<file path="src/rtl/dec_err_mon.sv">
// Error monitor behind the 32-bit SEC-DED decoder: classifies results, keeps saturating
// error counters, captures the first error, raises IRQ and queues single-bit scrub writes.
module dec_err_mon #(
    parameter int AW = 16,
    parameter int CW = 16,
    parameter int QD = 2
) (
    input  logic          clk,
    input  logic          rst_n,
    input  logic          VLD,
    input  logic [AW-1:0] ADDR,
    input  logic [38:0]   OUT,
    input  logic [6:0]    SYN,
    input  logic          ERR,
    input  logic          SGL,
    input  logic          DBL,
    input  logic          CLR,
    input  logic          IRQ_EN,
    output logic [CW-1:0] SGL_CNT,
    output logic [CW-1:0] DBL_CNT,
    output logic          CAP_VLD,
    output logic          CAP_DBL,
    output logic [AW-1:0] CAP_ADDR,
    output logic [6:0]    CAP_SYN,
    output logic          CAP_OVF,
    output logic          WB_DROP,
    output logic          IRQ,
    output logic          WB_VLD,
    output logic [AW-1:0] WB_ADDR,
    output logic [38:0]   WB_DATA,
    input  logic          WB_RDY
);

    localparam int PW = (QD > 1) ? $clog2(QD) : 1;

    logic [CW-1:0] sgl_cnt_r;
    logic [CW-1:0] dbl_cnt_r;
    logic          cap_vld_r;
    logic          cap_dbl_r;
    logic [AW-1:0] cap_addr_r;
    logic [6:0]    cap_syn_r;
    logic          cap_ovf_r;
    logic          wb_drop_r;

    logic [AW-1:0] addr_mem_r [QD];
    logic [38:0]   data_mem_r [QD];
    logic [PW-1:0] wr_ptr_r;
    logic [PW-1:0] rd_ptr_r;
    logic [PW:0]   fill_r;

    logic          evt_u_s;
    logic          evt_s_s;
    logic          full_s;
    logic          empty_s;
    logic          pop_s;
    logic          push_s;
    logic          drop_s;

    function automatic logic [CW-1:0] sat_inc(input logic [CW-1:0] v);
        logic [CW-1:0] r;
        if (v == {CW{1'b1}}) begin
            r = v;
        end else begin
            r = v + CW'(1);
        end
        return r;
    endfunction

    // Event classification and queue handshake decode
    always_comb begin
        evt_u_s = 1'b0;
        evt_s_s = 1'b0;
        if (VLD) begin
            evt_u_s = DBL | (ERR & ~SGL);
            evt_s_s = SGL & ~DBL;
        end else begin
            evt_u_s = 1'b0;
            evt_s_s = 1'b0;
        end
        full_s  = (fill_r == (PW+1)'(QD));
        empty_s = (fill_r == (PW+1)'(0));
        pop_s   = ~empty_s & WB_RDY;
        // A same-cycle pop frees the slot, so a push into a full queue is still accepted
        push_s  = evt_s_s & (~full_s | pop_s);
        drop_s  = evt_s_s & full_s & ~pop_s;
    end

    // Saturating error counters
    always_ff @(posedge clk or negedge rst_n) begin
        if (!rst_n) begin
            sgl_cnt_r <= {CW{1'b0}};
            dbl_cnt_r <= {CW{1'b0}};
        end else if (CLR) begin
            sgl_cnt_r <= {CW{1'b0}};
            dbl_cnt_r <= {CW{1'b0}};
        end else begin
            if (evt_s_s) sgl_cnt_r <= sat_inc(sgl_cnt_r);
            if (evt_u_s) dbl_cnt_r <= sat_inc(dbl_cnt_r);
        end
    end

    // First-error capture, overflow and drop sticky flags
    always_ff @(posedge clk or negedge rst_n) begin
        if (!rst_n) begin
            cap_vld_r  <= 1'b0;
            cap_dbl_r  <= 1'b0;
            cap_addr_r <= {AW{1'b0}};
            cap_syn_r  <= 7'd0;
            cap_ovf_r  <= 1'b0;
            wb_drop_r  <= 1'b0;
        end else if (CLR) begin
            cap_vld_r  <= 1'b0;
            cap_dbl_r  <= 1'b0;
            cap_addr_r <= {AW{1'b0}};
            cap_syn_r  <= 7'd0;
            cap_ovf_r  <= 1'b0;
            wb_drop_r  <= 1'b0;
        end else begin
            if ((evt_s_s | evt_u_s) && !cap_vld_r) begin
                cap_vld_r  <= 1'b1;
                cap_dbl_r  <= evt_u_s;
                cap_addr_r <= ADDR;
                cap_syn_r  <= SYN;
            end else if (evt_s_s | evt_u_s) begin
                cap_ovf_r  <= 1'b1;
            end
            if (drop_s) wb_drop_r <= 1'b1;
        end
    end

    // Scrub queue storage; CLR deliberately leaves pending write-backs intact
    always_ff @(posedge clk or negedge rst_n) begin
        if (!rst_n) begin
            for (int i = 0; i < QD; i++) begin
                addr_mem_r[i] <= {AW{1'b0}};
                data_mem_r[i] <= 39'd0;
            end
        end else if (push_s) begin
            addr_mem_r[wr_ptr_r] <= ADDR;
            data_mem_r[wr_ptr_r] <= OUT;
        end
    end

    // Scrub queue pointers and fill level
    always_ff @(posedge clk or negedge rst_n) begin
        if (!rst_n) begin
            wr_ptr_r <= {PW{1'b0}};
            rd_ptr_r <= {PW{1'b0}};
            fill_r   <= {(PW+1){1'b0}};
        end else begin
            if (push_s) wr_ptr_r <= wr_ptr_r + PW'(1);
            if (pop_s)  rd_ptr_r <= rd_ptr_r + PW'(1);
            case ({push_s, pop_s})
                2'b10:   fill_r <= fill_r + (PW+1)'(1);
                2'b01:   fill_r <= fill_r - (PW+1)'(1);
                default: fill_r <= fill_r;
            endcase
        end
    end

    assign SGL_CNT  = sgl_cnt_r;
    assign DBL_CNT  = dbl_cnt_r;
    assign CAP_VLD  = cap_vld_r;
    assign CAP_DBL  = cap_dbl_r;
    assign CAP_ADDR = cap_addr_r;
    assign CAP_SYN  = cap_syn_r;
    assign CAP_OVF  = cap_ovf_r;
    assign WB_DROP  = wb_drop_r;
    assign IRQ      = IRQ_EN & (cap_vld_r | wb_drop_r);
    assign WB_VLD   = ~empty_s;
    assign WB_ADDR  = addr_mem_r[rd_ptr_r];
    assign WB_DATA  = data_mem_r[rd_ptr_r];

endmodule

</file>
<file path="config.mk">
export PLATFORM = sky130hd
export DESIGN_NAME = dec_err_mon
export DESIGN_NICKNAME = d
export VERILOG_FILES = /design/src/rtl/dec_err_mon.sv
export SDC_FILE = /design/constraint.sdc
export NUM_CORES = 1
export LEC_CHECK = 0
export ABC_CLOCK_PERIOD_IN_PS = 3200
export CORE_ASPECT_RATIO = 2
export CORE_MARGIN = 1.5
export CORE_UTILIZATION = 30
export DETAILED_ROUTE_END_ITERATION = 8
export PLACE_DENSITY = 0.49
export RECOVER_POWER = 25
export SETUP_SLACK_MARGIN = 0.4
export SLEW_MARGIN = 30
export SYNTH_ARGS = -nofsm -noshare
export SYNTH_HDL_FRONTEND = slang
export SYNTH_SLANG_ARGS = --single-unit
</file>
<file path="constraint.sdc">
create_clock -name clk -period 3.2 [get_ports clk]
set_input_delay 0.96 -clock clk [delete_from_list [all_inputs] [get_ports clk]]
set_output_delay 0.96 -clock clk [all_outputs]
set_load 0.005 [all_outputs]
</file>
==> results of run 1 <==
report_power, final:
| part | internal [mW] | switching [mW] |
|---|---|---|
| registers | 2.93 | 0.363 |
| clock network | 1.27 | 0.875 |
| logic | 2.14 | 1.20 |
| total | 6.35 | 2.44 |
layout make-up:
cell class | count | area, µm²
well taps | 340 | 425
fillers | 2473 | 14700
inverters | 4 | 15.0
clock inverters | 13 | 163
clock buffers | 19 | 453
flip-flops and latches | 173 | 4330
multi-input cells | 367 | 3300
repair buffers | 229 | 2280
sequential cells by signal, summed over array words and instances, names as in the netlist:
signal,cells
CAP_ADDR,16
data_mem_r,78
wr_ptr_r,1
CAP_OVF,1
addr_mem_r,32
CAP_DBL,1
CAP_SYN,7
rd_ptr_r,1
SGL_CNT,16
fill_r,2
DBL_CNT,16
CAP_VLD,1
WB_DROP,1
metrics by stage:
| step | worst slack (ns) | power, mW | util, % |
|---|---|---|---|
| after floorplan | 0.874 | 4.83 | - |
| after global placement | 0.183 | 6.49 | 39.5 |
| after detailed placement | 0.204 | 6.61 | 39.5 |
| after CTS | 0.270 | 8.97 | 42.7 |
| after global routing | 0.280 | 9.34 | 42.8 |
| final | 0.363 | 8.78 | 42.8 |
cells by family after synthesis:
family | synth area share (%)
buffers and inverters | 2.59
adder cells (fa/ha/maj) | 0.481
multiplexers | 24.8
AO/OA/AOI/OAI | 7.69
flip-flops | 55.4
AND/OR/NAND/NOR | 8.49
XOR/XNOR | 0.561
critical path, stage by stage (launching register included):
cell                              delay, ns
sky130_fd_sc_hd__dfrtp_2               0.40
sky130_fd_sc_hd__buf_12                0.13
sky130_fd_sc_hd__buf_16                0.13
sky130_fd_sc_hd__mux2_2                0.33
sky130_fd_sc_hd__clkdlybuf4s50_1       0.44
what timing repair did:
item,in CTS,in global routing
hold buffers,0,0
gates cloned,4,1
resized for setup,64,62
setup endpoints to repair,56,45
buffers inserted,13,7
cell usage in the layout, fill, tap and decap left out, types with 7 or more instances in the layout:
master and instances:
sky130_fd_sc_hd__o21ai_0 8, sky130_fd_sc_hd__nand3_1 8, sky130_fd_sc_hd__nand2_1 15, sky130_fd_sc_hd__dlymetal6s2s_1 14, sky130_fd_sc_hd__clkbuf_2 24, sky130_fd_sc_hd__or3_1 8
sky130_fd_sc_hd__buf_4 27, sky130_fd_sc_hd__clkbuf_16 18, sky130_fd_sc_hd__a22o_1 24, sky130_fd_sc_hd__or4_1 12, sky130_fd_sc_hd__a21oi_1 25, sky130_fd_sc_hd__buf_12 7
sky130_fd_sc_hd__mux2_2 162, sky130_fd_sc_hd__dlygate4sd2_1 12, sky130_fd_sc_hd__nor2_1 11, sky130_fd_sc_hd__nand4_1 8, sky130_fd_sc_hd__o31ai_1 15, sky130_fd_sc_hd__clkdlybuf4s50_1 130
sky130_fd_sc_hd__dfrtp_1 172
layer usage:
metal  global-route usage [%]  vias to the layer above  wire length (µm)  part of all wire (%)
li1                         -                     2581                 -                     -
met1                     16.6                     2853              7730                    35
met2                     32.5                      140             12700                    58
met3                     4.60                       15              1020                   4.7
met4                     5.38                        0               331                   1.5
met5                        0                        -                 0                     0
path summary, 6_finish.rpt:
| path | startpoint | end | slack, ns | cells after the start |
|---|---|---|---|---|
| max | rd_ptr_r$_DFFE_PN0P_ | WB_DATA[23] | 0.36 | 4 |
| min | fill_r[1]$_DFFE_PN0P_ | fill_r[1]$_DFFE_PN0P_ | 0.49 | 1 |
| max reg2reg | DBL_CNT[0]$_DFFE_PN0P_ | DBL_CNT[4]$_DFFE_PN0P_ | 1.21 | 6 |
| min reg2reg | fill_r[1]$_DFFE_PN0P_ | fill_r[1]$_DFFE_PN0P_ | 0.49 | 1 |
| max in group asynchronous | rst_n | data_mem_r[7]$_DFFE_PN0P_ | 0.68 | 2 |
| min in group asynchronous | rst_n | addr_mem_r[4]$_DFFE_PN0P_ | 0.93 | 1 |
==> impl_summary.log, run 1 <==
INFO  metric yosys.cell_types.count = 52
INFO  metric synth_fp_nets = roughly 650
INFO  metric startpoint_type = flip-flop
INFO  metric wire_per_inst = 19.1 µm
INFO  metric required = 2.24 ns
INFO  metric cellPowerDensity = between 800 and 900 mW/mm²
INFO  metric number_of_flops_mapped_to_enable_cells_by_yosys = 0
INFO  metric slew_headroom = -5.69%
INFO  metric detail_route.first_pass.iterations = 6
INFO  metric routabilityCongestion = 0.769
INFO  metric fin_nets = 866
INFO  metric route.detailed.vias_per_inst = between 4 and 5
INFO  metric drt_drc = 0
INFO  metric most_area_consuming_cells_after_synthesis = sky130_fd_sc_hd__dfrtp_1, sky130_fd_sc_hd__mux2_2, sky130_fd_sc_hd__a22o_1
INFO  metric htree_num_levels = 4
INFO  metric routed_wirelength = 21800 µm
INFO  metric insertedDiodeCount = 0
INFO  metric timing.max_cap.violations = 1
INFO  metric postSynth.topFlopCell = sky130_fd_sc_hd__dfrtp_1
INFO  metric worst_slew_pin_tran = 1.59 ns
INFO  metric placed_area = a little over 0.01 mm²
INFO  metric hold_path_class = flip-flop to flip-flop
INFO  metric synth_seq_cells = 173
INFO  metric worst_ep_arrival_time = roughly 1.9 ns
INFO  metric clock_sinks = approximately 170
INFO  metric synth_common_cells = sky130_fd_sc_hd__dfrtp_1, sky130_fd_sc_hd__mux2_2, sky130_fd_sc_hd__a21oi_1
INFO  metric global_route_wire_length_before_repair = 33900 µm
INFO  metric report.final.setup_viol = 0
INFO  metric synthMostInstantiatedCell = sky130_fd_sc_hd__dfrtp_1
INFO  metric antenna_found_initial = 0
INFO  metric fp.dieW = approximately 120 µm
INFO  metric timing.critical_path.to_type = primary output
INFO  metric layout_min_cycle_time = 2.84 ns
INFO  metric fmax = 353 MHz
INFO  metric placed_cells = between 1000 and 1500
INFO  metric clkLatencyLatePin = between 0.4 and 0.5 ns
INFO  metric cts_tree = yes
INFO  metric dr_vias = 5589
INFO  metric irDropWorstVdd = just under 0.3 mV
INFO  metric placement_rows = 83
INFO  metric synth.cell_area = 0.00781 mm²
INFO  metric path_max_fanout = 7
INFO  metric design.die.area = roughly 0.027 mm²
INFO  metric post-synth-top-area-fraction = 55.4%
INFO  metric gr-usage-all-layers = between 10% and 20%
INFO  metric netlist.top_cell.by_area = sky130_fd_sc_hd__dfrtp_1
INFO  metric final.setup_skew = a little under 0.007 ns
INFO  metric violations = max-capacitance violations, max-slew violations
INFO  metric port-buffer-count = around 190
INFO  metric final_layout_size_suffix_gt1_share = 35.4%
INFO  metric grt_pass1_vias = slightly above 6000
INFO  metric area.growth.synth_to_final = 40.4%
INFO  metric finalMaxSlewViolations = 60
INFO  metric io_pins = ~190
INFO  metric sequential_element_share_of_the_synthesized_area = a little under three fifths
INFO  metric rsz0062_at_grt = yes
INFO  metric finish.cell_count_without_fillers = approximately 1100
INFO  metric hold_viol = 0
INFO  metric syn_area_per_cell = 13.6 µm²
INFO  metric drt_iter0_markers = about 150
INFO  metric tritoncts.num_buffers = 17
INFO  metric crit_type = flip-flop to primary output
INFO  metric route.antenna.remaining_nets = 0
INFO  metric initial_core_util = between 30% and 40%
INFO  metric setup_total_negative_slack = 0 ns
INFO  metric async_flop_share = between 90% and 100%
INFO  metric largest_net_degree_at_the_start_of_global_routing = between 60 and 70
INFO  metric clk_tree_root_cell = sky130_fd_sc_hd__clkbuf_16
INFO  metric syn_inst = 573
INFO  metric outcome = complete, but fails checks
INFO  metric hpwlAfterDp = between 10000 and 15000 µm
INFO  metric yosysWarnings = 0
INFO  metric height_of_the_die = 231 µm
INFO  metric final_area = approximately 0.011 mm²
INFO  metric min_period_over_period = about nine tenths
INFO  metric core_region_area = approximately 0.026 mm²
INFO  metric cts.path.max_buffers = 2
INFO  metric hold-worst-slack = between 0.4 and 0.5 ns
INFO  metric global_route.overflow_total = 0
INFO  metric leakage = roughly 4.8 nW
INFO  metric clk_transition_reported_paths = 0.06 ns
(Power assumes the default switching activity.)
==> run 2, diff against run 1 <==
--- a/config.mk
+++ b/config.mk
@@ -8,9 +8,9 @@
 export ABC_CLOCK_PERIOD_IN_PS = 3200
 export CORE_ASPECT_RATIO = 2
 export CORE_MARGIN = 1.5
-export CORE_UTILIZATION = 30
+export CORE_UTILIZATION = 41
 export DETAILED_ROUTE_END_ITERATION = 8
-export PLACE_DENSITY = 0.49
+export PLACE_DENSITY = 0.64
 export RECOVER_POWER = 25
 export SETUP_SLACK_MARGIN = 0.4
 export SLEW_MARGIN = 30
==> impl_summary.log, run 2 (same netlist as run 1, synthesis figures left out) <==
INFO  metric cellPowerDensity = 818 mW/mm² (+2.2%)
INFO  metric slew_headroom = 7.40% (+13 points)
INFO  metric leakage = 4.73 nW (-0.71%)
INFO  metric hpwlAfterDp = 13900 µm (-7.0%)
INFO  metric layout_commonest_cell = sky130_fd_sc_hd__dfrtp_1
INFO  metric cp_cell_sequence = buf_12, buf_16, mux2_2, clkdlybuf4s50_1
INFO  metric routabilityCongestion = 0.845 (+9.9%)
INFO  metric design.die.area = 0.0199 mm² (-26%)
INFO  metric setup_total_negative_slack = 0 ns (unchanged)
INFO  metric initial_core_util = 41.7% (+11 points)
INFO  metric multi_input_area = 0.00328 mm² (-0.45%)
INFO  metric drt_drc = 0 (unchanged)
INFO  metric clk_transition_reported_paths = 0.06 ns (about the same)
INFO  metric cts.path.max_buffers = 2 (unchanged)
INFO  metric critical_path.max_stage_delay = 0.46 ns (+0.02 ns)
INFO  metric layout_min_cycle_time = 2.86 ns (+0.0226 ns)
INFO  metric clkLatencyLatePin = 0.43 ns (about the same)
INFO  metric finalMaxSlewViolations = 0 (-100%)
INFO  metric grt_pass1_vias = 6111 (-0.78%)
INFO  metric largest_register_ff_count = 78 (unchanged)
INFO  metric final_area = 0.0109 mm² (-1.1%)
INFO  metric finish.utilization = 57.9% (+15 points)
INFO  metric hold_viol = 0 (unchanged)
INFO  metric insertedDiodeCount = 0 (unchanged)
INFO  metric drt_iter0_markers = 132 (-9.6%)
INFO  metric placement_rows = 71 (-14%)
INFO  metric core_region_area = 0.0187 mm² (-27%)
INFO  metric filler_cell_count = 1597 (-35%)
INFO  metric dr_vias = 5555 (-0.61%)
INFO  metric height_of_the_die = 198 µm (-14%)
INFO  metric outcome = completed
INFO  metric gr-usage-all-layers = 21.1% (+4.3 points)
INFO  metric fp.dieW = 101 µm (-14%)
INFO  metric irDropWorstVdd = 0.350 mV (+19%)
INFO  metric fin_nets = 848 (-2.1%)
INFO  metric timing.critical_path.buf_inv = 3 (unchanged)
INFO  metric fmax = 350 MHz (-0.79%)
INFO  metric placed_area = 0.0100 mm² (-1.3%)
INFO  metric hold_path_class = flip-flop to flip-flop
INFO  metric required = 2.24 ns (about the same)
INFO  metric final.setup_skew = 0.0106 ns (+0.00384 ns)
INFO  metric path_max_fanout = 14 (+7)
INFO  metric finish.cell_count_without_fillers = 1041 (-9.1%)
INFO  metric antenna_found_initial = 0 (unchanged)
INFO  metric worst_ep_arrival_time = 1.90 ns (+0.02 ns)
INFO  metric crit_slowest_cell = sky130_fd_sc_hd__clkdlybuf4s50_1
INFO  metric global_route.overflow_total = 0 (unchanged)
INFO  metric htree_num_levels = 4 (unchanged)
INFO  metric clock_sinks = 173 (unchanged)
INFO  metric layout_common_cells = sky130_fd_sc_hd__dfrtp_1, sky130_fd_sc_hd__mux2_2, sky130_fd_sc_hd__clkdlybuf4s50_1
INFO  metric cts_tree = yes
INFO  metric reg_top3 = data_mem_r x78, addr_mem_r x32
INFO  metric worst_slew_pin_tran = 1.39 ns (-0.196 ns)
INFO  metric tritoncts.num_buffers = 17 (unchanged)
INFO  metric routed_wirelength = 20200 µm (-7.6%)
INFO  metric largest-register = data_mem_r
INFO  metric report.final.setup_viol = 0 (unchanged)
INFO  metric global_route_wire_length_before_repair = 32000 µm (-5.6%)
INFO  metric crit_type = flip-flop to primary output
INFO  metric rsz0062_at_grt = yes
INFO  metric timing.critical_path.to_type = primary output
INFO  metric timing.max_cap.violations = 0 (-1)
INFO  metric largest_net_degree_at_the_start_of_global_routing = 64 (+4.9%)
INFO  metric layout.area.seq = 0.00433 mm² (unchanged)
INFO  metric area.growth.synth_to_final = 38.9%
INFO  metric preCtsSetupSlack = 0.202 ns (-0.00174 ns)
INFO  metric wire_per_inst = 19.4 µm (+1.7%)
INFO  metric detail_route.first_pass.iterations = 4 (-2)
INFO  metric io_pins = 187 (unchanged)
INFO  metric route.detailed.vias_per_inst = 5.34 (+9.3%)
INFO  metric report.power.total = 8.88 mW (+1.1%)
INFO  metric min_period_over_period = 89.3% (+0.71 points)
INFO  metric placed_cells = 1001 (-8.0%)
INFO  metric path_delay_family = buffers and inverters
INFO  metric final_layout_size_suffix_gt1_share = 30.3% (-5.1 points)
INFO  metric setup_ws = 0.341 ns (-0.0226 ns)
INFO  metric port-buffer-count = 186 (unchanged)
INFO  metric route.antenna.remaining_nets = 0 (unchanged)
INFO  metric startpoint_type = flip-flop
INFO  metric clk_tree_root_cell = sky130_fd_sc_hd__clkbuf_16
INFO  metric hold-worst-slack = 0.500 ns (+0.0123 ns)
INFO  metric cts-hold-fix-buffers = 0 (unchanged)
[run 2: layout make-up]
class	instances	area share [%]
Multi-Input combinational cell	367	30.3
Sequential cell	173	39.9
Clock inverter	13	1.97
Clock buffer	18	4.05
Inverter	4	0.138
Tap cell	255	2.94
Timing Repair Buffer	211	20.7
[run 2: worst paths after layout]
kind	startpoint	end	slack, ns	cells past startpoint
min in group asynchronous	rst_n	DBL_CNT[3]$_DFFE_PN0P_	0.84	1
hold reg to reg	fill_r[1]$_DFFE_PN0P_	fill_r[1]$_DFFE_PN0P_	0.50	1
setup reg to reg	DBL_CNT[0]$_DFFE_PN0P_	DBL_CNT[15]$_DFFE_PN0P_	1.11	6
setup / recovery	rd_ptr_r$_DFFE_PN0P_	WB_DATA[17]	0.34	4
max in group asynchronous	rst_n	data_mem_r[18]$_DFFE_PN0P_	0.68	2
hold / removal	fill_r[1]$_DFFE_PN0P_	fill_r[1]$_DFFE_PN0P_	0.50	1
[run 2: what timing repair did]
action                                  CTS  global route
gates resized for setup                   9            24
endpoints found under the setup margin   56            51
pin swaps                                 0             0
setup buffers                             2             3
cloned                                    2             2
[run 2: layer usage]
metal | up-vias | track usage, % | wire length (µm)
met5 | - | 0 | 0
met4 | 0 | 8.19 | 531
met3 | 29 | 5.75 | 1060
met2 | 169 | 40.1 | 11700
met1 | 2819 | 21.0 | 6920
li1 | 2538 | - | -
[run 2: where the power goes]
group	internal, mW	switching (mW)	leakage [nW]
Combinational	2.20	1.10	2.24
Clock	1.41	0.873	0.313
Sequential	2.93	0.362	2.18
Total	6.55	2.33	4.73
